`config.mk`:
```
export PLATFORM = sky130hd
export DESIGN_NAME = hex_keypad_reader_flat
export DESIGN_NICKNAME = d
export VERILOG_FILES = /design/src/rtl/hex_keypad_reader_pkg.sv /design/src/rtl/hex_keypad_reader_if.sv /design/src/rtl/hex_keypad_reader_scan.sv /design/src/rtl/hex_keypad_reader.sv /design/src/flat_wrapper.sv
export SDC_FILE = /design/constraint.sdc
export NUM_CORES = 1
export LEC_CHECK = 0
export CAP_MARGIN = 25
export CORE_ASPECT_RATIO = 0.8
export CORE_MARGIN = 1
export CORE_UTILIZATION = 59
export CTS_CLUSTER_DIAMETER = 30
export DETAILED_ROUTE_END_ITERATION = 10
export PLACE_DENSITY_LB_ADDON = 0.08
export SLEW_MARGIN = 20
export SYNTH_ARGS = -nofsm -noshare
export SYNTH_HDL_FRONTEND = slang
export SYNTH_SLANG_ARGS = --single-unit
```
`constraint.sdc`:
```
create_clock -name i_clock -period 5.1 [get_ports i_clock]
set_input_delay 0.765 -clock i_clock [delete_from_list [all_inputs] [get_ports i_clock]]
set_output_delay 0.765 -clock i_clock [all_outputs]
set_load 0.02 [all_outputs]
```
`src/rtl/hex_keypad_reader_pkg.sv`:
```
// Shared types and constants for the hex keypad reader.
// Latency: n/a (declarations only).
// Backpressure: n/a.
package hex_keypad_pkg;

  localparam int NUM_ROWS = 4;
  localparam int NUM_COLS = 4;

  // Debounce/hold tracking state, stepped once per scan frame
  typedef enum logic [1:0] {
    S_IDLE,
    S_DEBOUNCE,
    S_HELD,
    S_RELEASE
  } state_t;

  // Outcome of one full 4-column scan
  typedef enum logic [1:0] {
    NONE,
    KEY,
    MULTI
  } frame_res_t;

  // Key legend, row-major: index = 4*row + col
  localparam logic [3:0] KEYMAP [16] = '{
    4'h1, 4'h2, 4'h3, 4'hA,
    4'h4, 4'h5, 4'h6, 4'hB,
    4'h7, 4'h8, 4'h9, 4'hC,
    4'hE, 4'h0, 4'hF, 4'hD
  };

endpackage

```
`src/rtl/hex_keypad_reader_if.sv`:
```
// Byte output channel of the keypad reader: byte, valid/ready, overrun flag.
// Latency: n/a (wiring only).
// Backpressure: producer holds o_byte/o_valid until i_ready is seen.
interface hex_keypad_reader_if;
  logic [7:0] o_byte;
  logic       o_valid;
  logic       i_ready;
  logic       o_overrun;

  modport master (output o_byte, output o_valid, output o_overrun, input i_ready);
  modport slave  (input o_byte, input o_valid, input o_overrun, output i_ready);
endinterface

```
`src/rtl/hex_keypad_reader_scan.sv`:
```
// Keypad matrix scanner: row sync, column drive, dwell timing, per-frame decode.
// Latency: rows seen 2 cycles after change; result valid on frame-end strobe.
// Backpressure: none; free-running scan.
module keypad_scan
  import hex_keypad_pkg::*;
#(
  parameter int SCAN_DIV = 50_000
) (
  input  logic                i_clock,
  input  logic                i_reset,
  output logic [NUM_COLS-1:0] o_col,
  input  logic [NUM_ROWS-1:0] i_row,
  output logic                frame_end_o,
  output frame_res_t          result_o,
  output logic [3:0]          key_o
);

  localparam int DW = (SCAN_DIV > 1) ? $clog2(SCAN_DIV) : 1;

  logic [NUM_ROWS-1:0] row_meta_q, row_sync_q;
  logic [DW-1:0]       dwell_q, dwell_d;
  logic [1:0]          col_idx_q, col_idx_d;
  logic [1:0]          hits_q, hits_d;   // low rows seen so far this frame, saturates at 2
  logic [3:0]          idx_q, idx_d;     // matrix index of the last single hit
  logic                sample;
  logic [2:0]          col_hits, tot;
  logic [1:0]          col_row;
  logic [3:0]          key_idx;

  assign o_col = ~(4'b0001 << col_idx_q);

  // Dwell/column stepping, row decode of the current column and frame accumulation
  always_comb begin
    sample      = (dwell_q == DW'(SCAN_DIV - 1));
    frame_end_o = sample && (col_idx_q == 2'd3);
    dwell_d     = sample ? '0 : dwell_q + 1'b1;
    col_idx_d   = sample ? col_idx_q + 2'd1 : col_idx_q;
    col_hits    = '0;
    col_row     = '0;
    for (int r = 0; r < NUM_ROWS; r++) begin
      if (!row_sync_q[r]) begin
        col_hits = col_hits + 3'd1;
        col_row  = 2'(r);
      end
    end
    tot     = {1'b0, hits_q} + col_hits;
    key_idx = (col_hits == 3'd1) ? {col_row, col_idx_q} : idx_q;
    hits_d  = hits_q;
    idx_d   = idx_q;
    if (sample) begin
      if (frame_end_o) begin
        hits_d = '0;
        idx_d  = '0;
      end else begin
        hits_d = (tot >= 3'd2) ? 2'd2 : tot[1:0];
        idx_d  = key_idx;
      end
    end
    if (tot == 3'd0)      result_o = NONE;
    else if (tot == 3'd1) result_o = KEY;
    else                  result_o = MULTI;
    key_o = KEYMAP[key_idx];
  end

  // Synchronizer and scan state registers
  always_ff @(posedge i_clock) begin
    if (i_reset) begin
      row_meta_q <= '1;
      row_sync_q <= '1;
      dwell_q    <= '0;
      col_idx_q  <= '0;
      hits_q     <= '0;
      idx_q      <= '0;
    end else begin
      row_meta_q <= i_row;
      row_sync_q <= row_meta_q;
      dwell_q    <= dwell_d;
      col_idx_q  <= col_idx_d;
      hits_q     <= hits_d;
      idx_q      <= idx_d;
    end
  end

endmodule

```
`src/rtl/hex_keypad_reader.sv`:
```
// Hex keypad reader: debounces scanned keys and packs two nibbles into a byte.
// Latency: byte/valid update one cycle after the accepting frame-end cycle.
// Backpressure: while o_valid is high, newly accepted keys are dropped with o_overrun.
module hex_keypad_reader
  import hex_keypad_pkg::*;
#(
  parameter int SCAN_DIV       = 50_000,
  parameter int DEBOUNCE_SCANS = 4
) (
  input  logic                i_clock,
  input  logic                i_reset,
  output logic [NUM_COLS-1:0] o_col,
  input  logic [NUM_ROWS-1:0] i_row,
  hex_keypad_reader_if.master bus
);

  localparam int CW = $clog2(DEBOUNCE_SCANS + 1);

  logic       frame_end;
  frame_res_t res;
  logic [3:0] key;

  state_t     state_q, state_d;
  logic [3:0] cand_q, cand_d;
  logic [CW-1:0] cnt_q, cnt_d, cnt_inc;
  logic       accept;
  logic       phase_q, phase_d;
  logic [3:0] hi_q, hi_d;
  logic [7:0] byte_q, byte_d;
  logic       valid_q, valid_d;
  logic       overrun_q, overrun_d;

  keypad_scan #(.SCAN_DIV(SCAN_DIV)) u_scan (
    .i_clock     (i_clock),
    .i_reset     (i_reset),
    .o_col       (o_col),
    .i_row       (i_row),
    .frame_end_o (frame_end),
    .result_o    (res),
    .key_o       (key)
  );

  // Debounce FSM next state; steps only on frame ends, MULTI acts like NONE
  always_comb begin
    state_d = state_q;
    cand_d  = cand_q;
    cnt_d   = cnt_q;
    accept  = 1'b0;
    cnt_inc = cnt_q + 1'b1;
    if (frame_end) begin
      unique case (state_q)
        S_IDLE: begin
          if (res == KEY) begin
            cand_d  = key;
            cnt_d   = CW'(1);
            state_d = S_DEBOUNCE;
          end
        end
        S_DEBOUNCE: begin
          if (res == KEY && key == cand_q) begin
            cnt_d = cnt_inc;
            if (cnt_inc == CW'(DEBOUNCE_SCANS)) begin
              accept  = 1'b1;
              state_d = S_HELD;
            end
          end else begin
            state_d = S_IDLE;
          end
        end
        S_HELD: begin
          if (res != KEY) begin
            cnt_d   = CW'(1);
            state_d = S_RELEASE;
          end
        end
        S_RELEASE: begin
          if (res == KEY) begin
            state_d = S_HELD;
          end else begin
            cnt_d = cnt_inc;
            if (cnt_inc == CW'(DEBOUNCE_SCANS)) state_d = S_IDLE;
          end
        end
        default: state_d = S_IDLE;
      endcase
    end
  end

  // Nibble packing and handshake; accept sees o_valid before this cycle's clear
  always_comb begin
    phase_d   = phase_q;
    hi_d      = hi_q;
    byte_d    = byte_q;
    valid_d   = valid_q;
    overrun_d = 1'b0;
    if (valid_q && bus.i_ready) valid_d = 1'b0;
    if (accept) begin
      if (valid_q) begin
        overrun_d = 1'b1;
      end else if (!phase_q) begin
        hi_d    = cand_q;
        phase_d = 1'b1;
      end else begin
        byte_d  = {hi_q, cand_q};
        valid_d = 1'b1;
        phase_d = 1'b0;
      end
    end
  end

  // State registers
  always_ff @(posedge i_clock) begin
    if (i_reset) begin
      state_q   <= S_IDLE;
      cand_q    <= '0;
      cnt_q     <= '0;
      phase_q   <= 1'b0;
      hi_q      <= '0;
      byte_q    <= '0;
      valid_q   <= 1'b0;
      overrun_q <= 1'b0;
    end else begin
      state_q   <= state_d;
      cand_q    <= cand_d;
      cnt_q     <= cnt_d;
      phase_q   <= phase_d;
      hi_q      <= hi_d;
      byte_q    <= byte_d;
      valid_q   <= valid_d;
      overrun_q <= overrun_d;
    end
  end

  assign bus.o_byte    = byte_q;
  assign bus.o_valid   = valid_q;
  assign bus.o_overrun = overrun_q;

endmodule

```
`src/flat_wrapper.sv`:
```
// flat-port wrapper written by rule: the top's interface ports become plain ports
module hex_keypad_reader_flat import hex_keypad_pkg::*;
#(
  parameter int SCAN_DIV       = 50_000,
  parameter int DEBOUNCE_SCANS = 4
)
  (i_clock, i_reset, o_col, i_row, bus_o_byte, bus_o_valid, bus_o_overrun, bus_i_ready);
  hex_keypad_reader_if bus_i ();
  input  logic i_clock;
  input  logic i_reset;
  output logic [NUM_COLS-1:0] o_col;
  input  logic [NUM_ROWS-1:0] i_row;
  output wire logic [$bits(bus_i.o_byte)-1:0] bus_o_byte;
  output wire logic [$bits(bus_i.o_valid)-1:0] bus_o_valid;
  output wire logic [$bits(bus_i.o_overrun)-1:0] bus_o_overrun;
  input wire logic [$bits(bus_i.i_ready)-1:0] bus_i_ready;
  assign bus_o_byte = bus_i.o_byte;
  assign bus_o_valid = bus_i.o_valid;
  assign bus_o_overrun = bus_i.o_overrun;
  assign bus_i.i_ready = bus_i_ready;
  hex_keypad_reader #(.SCAN_DIV(SCAN_DIV), .DEBOUNCE_SCANS(DEBOUNCE_SCANS)) u_core (.i_clock(i_clock), .i_reset(i_reset), .o_col(o_col), .i_row(i_row), .bus(bus_i));
endmodule
```
==> metrics <==
worst skew pair latency 0.31 ns; Worst setup EP type flop; status finished, violations left; Worst path slowest cell or4_4; Buf/Inv on CP 3; Worst path top cell family by delay simple AND/OR/NAND/NOR gates; Port Buf Inserts 20; Leak 1.361 nW; Final Max Tran Viols 0; Setup Viol. Count Final 0; Post-Syn Nets 404; Synth Instances 380; n_diodes 0; post-DP HPWL 5008 um; total grt overflow 0; initial antenna violation count 0; Initial Util 62.75%; crit-path cells inv_1 -> ha_1 -> xnor2_2 -> ha_1 -> and2b_2 -> xor2_4 -> buf_4 -> and3_1 -> mux2i_2 -> ha_1 -> nor2b_1 -> a21boi_1 -> nor4_1 -> or4_4 -> a311oi_4 -> and4_1 -> buf_4 -> nand3_1 -> a21oi_1; Cell variety after synth 73; core region area 0.005122 sq mm; synthesis-stage register bit count 56; drt via density 6.080; Max H-tree Level 2; Die Wd 84.52 um; global-route wire length before repair 11,700 um; CTS Hold Bufs 0; clock sink total 56; Ports 21; clk_skew 0.004616 ns; Root Driver clkbuf_8; CTS tree yes; Power Dens Cells 220.6 mW/mm^2; Cell Area, Synth 0.003214 sq mm; Max stage delay on crit path 0.52 ns; Clock Tree Buf Depth 2; largest net degree at the start of global routing 32; worst setup path class flop to flop; f_max 207.4 MHz; FFs w/ async S/R, synth 0%; total of max-cap violations 0; Syn. warnings 0; Placed Cells 451; predominant post-synthesis flop cell dfxtp_1; Detail Route Antenna Nets 0; vias in the first global route 2,385; final hold viol count 0; maximum VDD drop 0.0001273 V; clock transition at the registers of the reported paths 0.09 ns; RePlAce Congestion 0.9167; layout cells sized above 1 11.94%; Min Hold Slack 0.4150 ns; vias 2,821; Die Area 0.005749 sq mm; P&R area growth vs syn 11.21%; required time of the critical path 5.34 ns; Tot GR Track Use 26.08%; crit path launch type flop; RSZ-0062 raised after global routing no; total CTS buffers 5; Nets 426; crit-path max FO 14; class of the worst hold path flop to flop; final worst-path setup slack 0.2781 ns; die height 68.02 um; DP Worst Slack 0.1948 ns; drt initial violations 207; WL/cell 15.59 um; slew margin rel. 60.82%; share of the yosys chip area belonging to registers 34.88%; mean cell area of the mapped netlist 8.459 sq um; violated checks DRC; worst slew pin tran 0.5832 ns; drt first pass iters 8; Final period util 94.55%; CP most frequent cell ha_1; row cnt 23; Finished Layout Cells 464; setup TNS 0 ns; EDFF count, synth 0; Arr. time, crit path 5.06 ns; Post-route DRC 1; Min Clock Period, post-route 4.822 ns; Post-Route WL 7232 um; total power 0.0007884 W
==> cell usage in the layout, fill, tap and decap left out, drive strengths merged, types with 2 or more instances in the layout <==
master / n
clkdlybuf4s50: 20
nand3: 25
and2: 3
o211ai: 4
buf: 12
a31oi: 3
o31a: 2
a21o: 2
clkbuf: 6
o21ai: 22
nand2b: 2
or3: 6
o31ai: 3
a21oi: 26
ha: 16
o211a: 2
clkinv: 3
xor2: 11
nand4: 7
nor2: 35
nand2: 33
inv: 16
nand4b: 2
nor4: 4
xnor2: 10
a31o: 3
or2: 10
dfxtp: 56
o221a: 3
nor3: 8
and3: 7
nor2b: 6
mux2i: 5
o2111ai: 5
a21boi: 2
o22ai: 2
==> final cells by class <==
type,instances,area (sq um)
inverters,18,68.82
multi-input cells,289,1939
clock buffers,6,72.57
repair buffers,32,290.3
flip-flops and latches,56,1121
fillers,420,1548
clock inverters,1,5.005
well taps,62,77.57
==> final timing paths <==
kind | startpoint | to | slack (ns) | cells after the start
setup / recovery | u_core.u_scan.row_sync_q[1]$_SDFF_PP1_ | u_core.bus.o_byte[4]$_SDFFE_PP0P_ | 0.28 | 19
hold / removal | u_core.u_scan.row_meta_q[3]$_SDFF_PP1_ | u_core.u_scan.row_sync_q[3]$_SDFF_PP1_ | 0.41 | 1
setup reg to reg | u_core.u_scan.row_sync_q[1]$_SDFF_PP1_ | u_core.bus.o_byte[4]$_SDFFE_PP0P_ | 0.28 | 19
hold reg to reg | u_core.u_scan.row_meta_q[3]$_SDFF_PP1_ | u_core.u_scan.row_sync_q[3]$_SDFF_PP1_ | 0.41 | 1
==> sequential cells by signal, summed over array words and instances (netlist names) <==
signal / cells
u_core.u_scan.col_idx_q: 2
u_core.bus.o_byte: 8
u_core.cand_q: 4
u_core.u_scan.idx_q: 4
u_core.bus.o_overrun: 1
u_core.u_scan.row_meta_q: 4
u_core.hi_q: 4
u_core.u_scan.hits_q: 2
u_core.phase_q: 1
u_core.u_scan.row_sync_q: 4
u_core.bus.o_valid: 1
u_core.u_scan.dwell_q: 16
u_core.state_q: 2
u_core.cnt_q: 3
==> metal layers <==
layer	GRT usage (%)	part of all wire [%]	up-vias	wire length, um
li1	-	-	1402	-
met4	8.898	1.7	0	125
met1	38.61	49	1287	3512
met2	38.01	42	116	3030
met5	0	0	-	0
met3	4.946	7.8	16	564
==> what timing repair did <==
item,CTS,global route
resized for setup,0,3
endpoints found under the setup margin,0,19
buffers inserted,0,6
hold endpoints to repair,0,0
==> where the power goes <==
group          switching [W]  total (W)  internal [W]  leakage [nW]
clock network       0.000139   0.000233     0.0000938        0.0410
registers         0.00000411   0.000446      0.000442         0.453
logic              0.0000628   0.000110     0.0000470         0.867
==> cell families after synthesis <==
kind of cell | after synthesis | share of synthesized area, %
adders and majority gates | 17 | 6.851
xor gates and xnor gates | 22 | 6.929
muxes | 6 | 2.024
buffers and inverters | 35 | 5.488
DFF | 56 | 34.88
and+or+nand+nor | 155 | 24.72
AOI/OAI and AO/OA | 89 | 19.11
==> Yosys cell counts, types with 5 or more instances <==
library cell	n	share of area, %
a21oi_1	26	4.0
ha_1	16	6.2
nor2b_1	6	1.2
dfxtp_1	56	35
nor2_1	34	4.0
or2_2	9	1.8
clkbuf_1	7	0.82
or3_1	6	1.2
nand2_1	33	3.9
o21ai_0	21	3.3
inv_1	15	1.8
nand4_1	7	1.4
and3_1	7	1.4
xor2_1	10	2.7
nor3_1	8	1.2
xnor2_1	9	2.5
nand3_1	25	3.9
o2111ai_1	5	1.4
==> metrics by stage <==
step | cell area, sq um | util (%)
after global placement | 3430 | 66.95
after CTS | 3507 | 68.47
after detailed placement | 3430 | 66.95
after global routing | 3575 | 69.79
after floorplan | 3214 | -
final | 3575 | 69.79
Note: power is estimated with default switching activity, not from simulation.
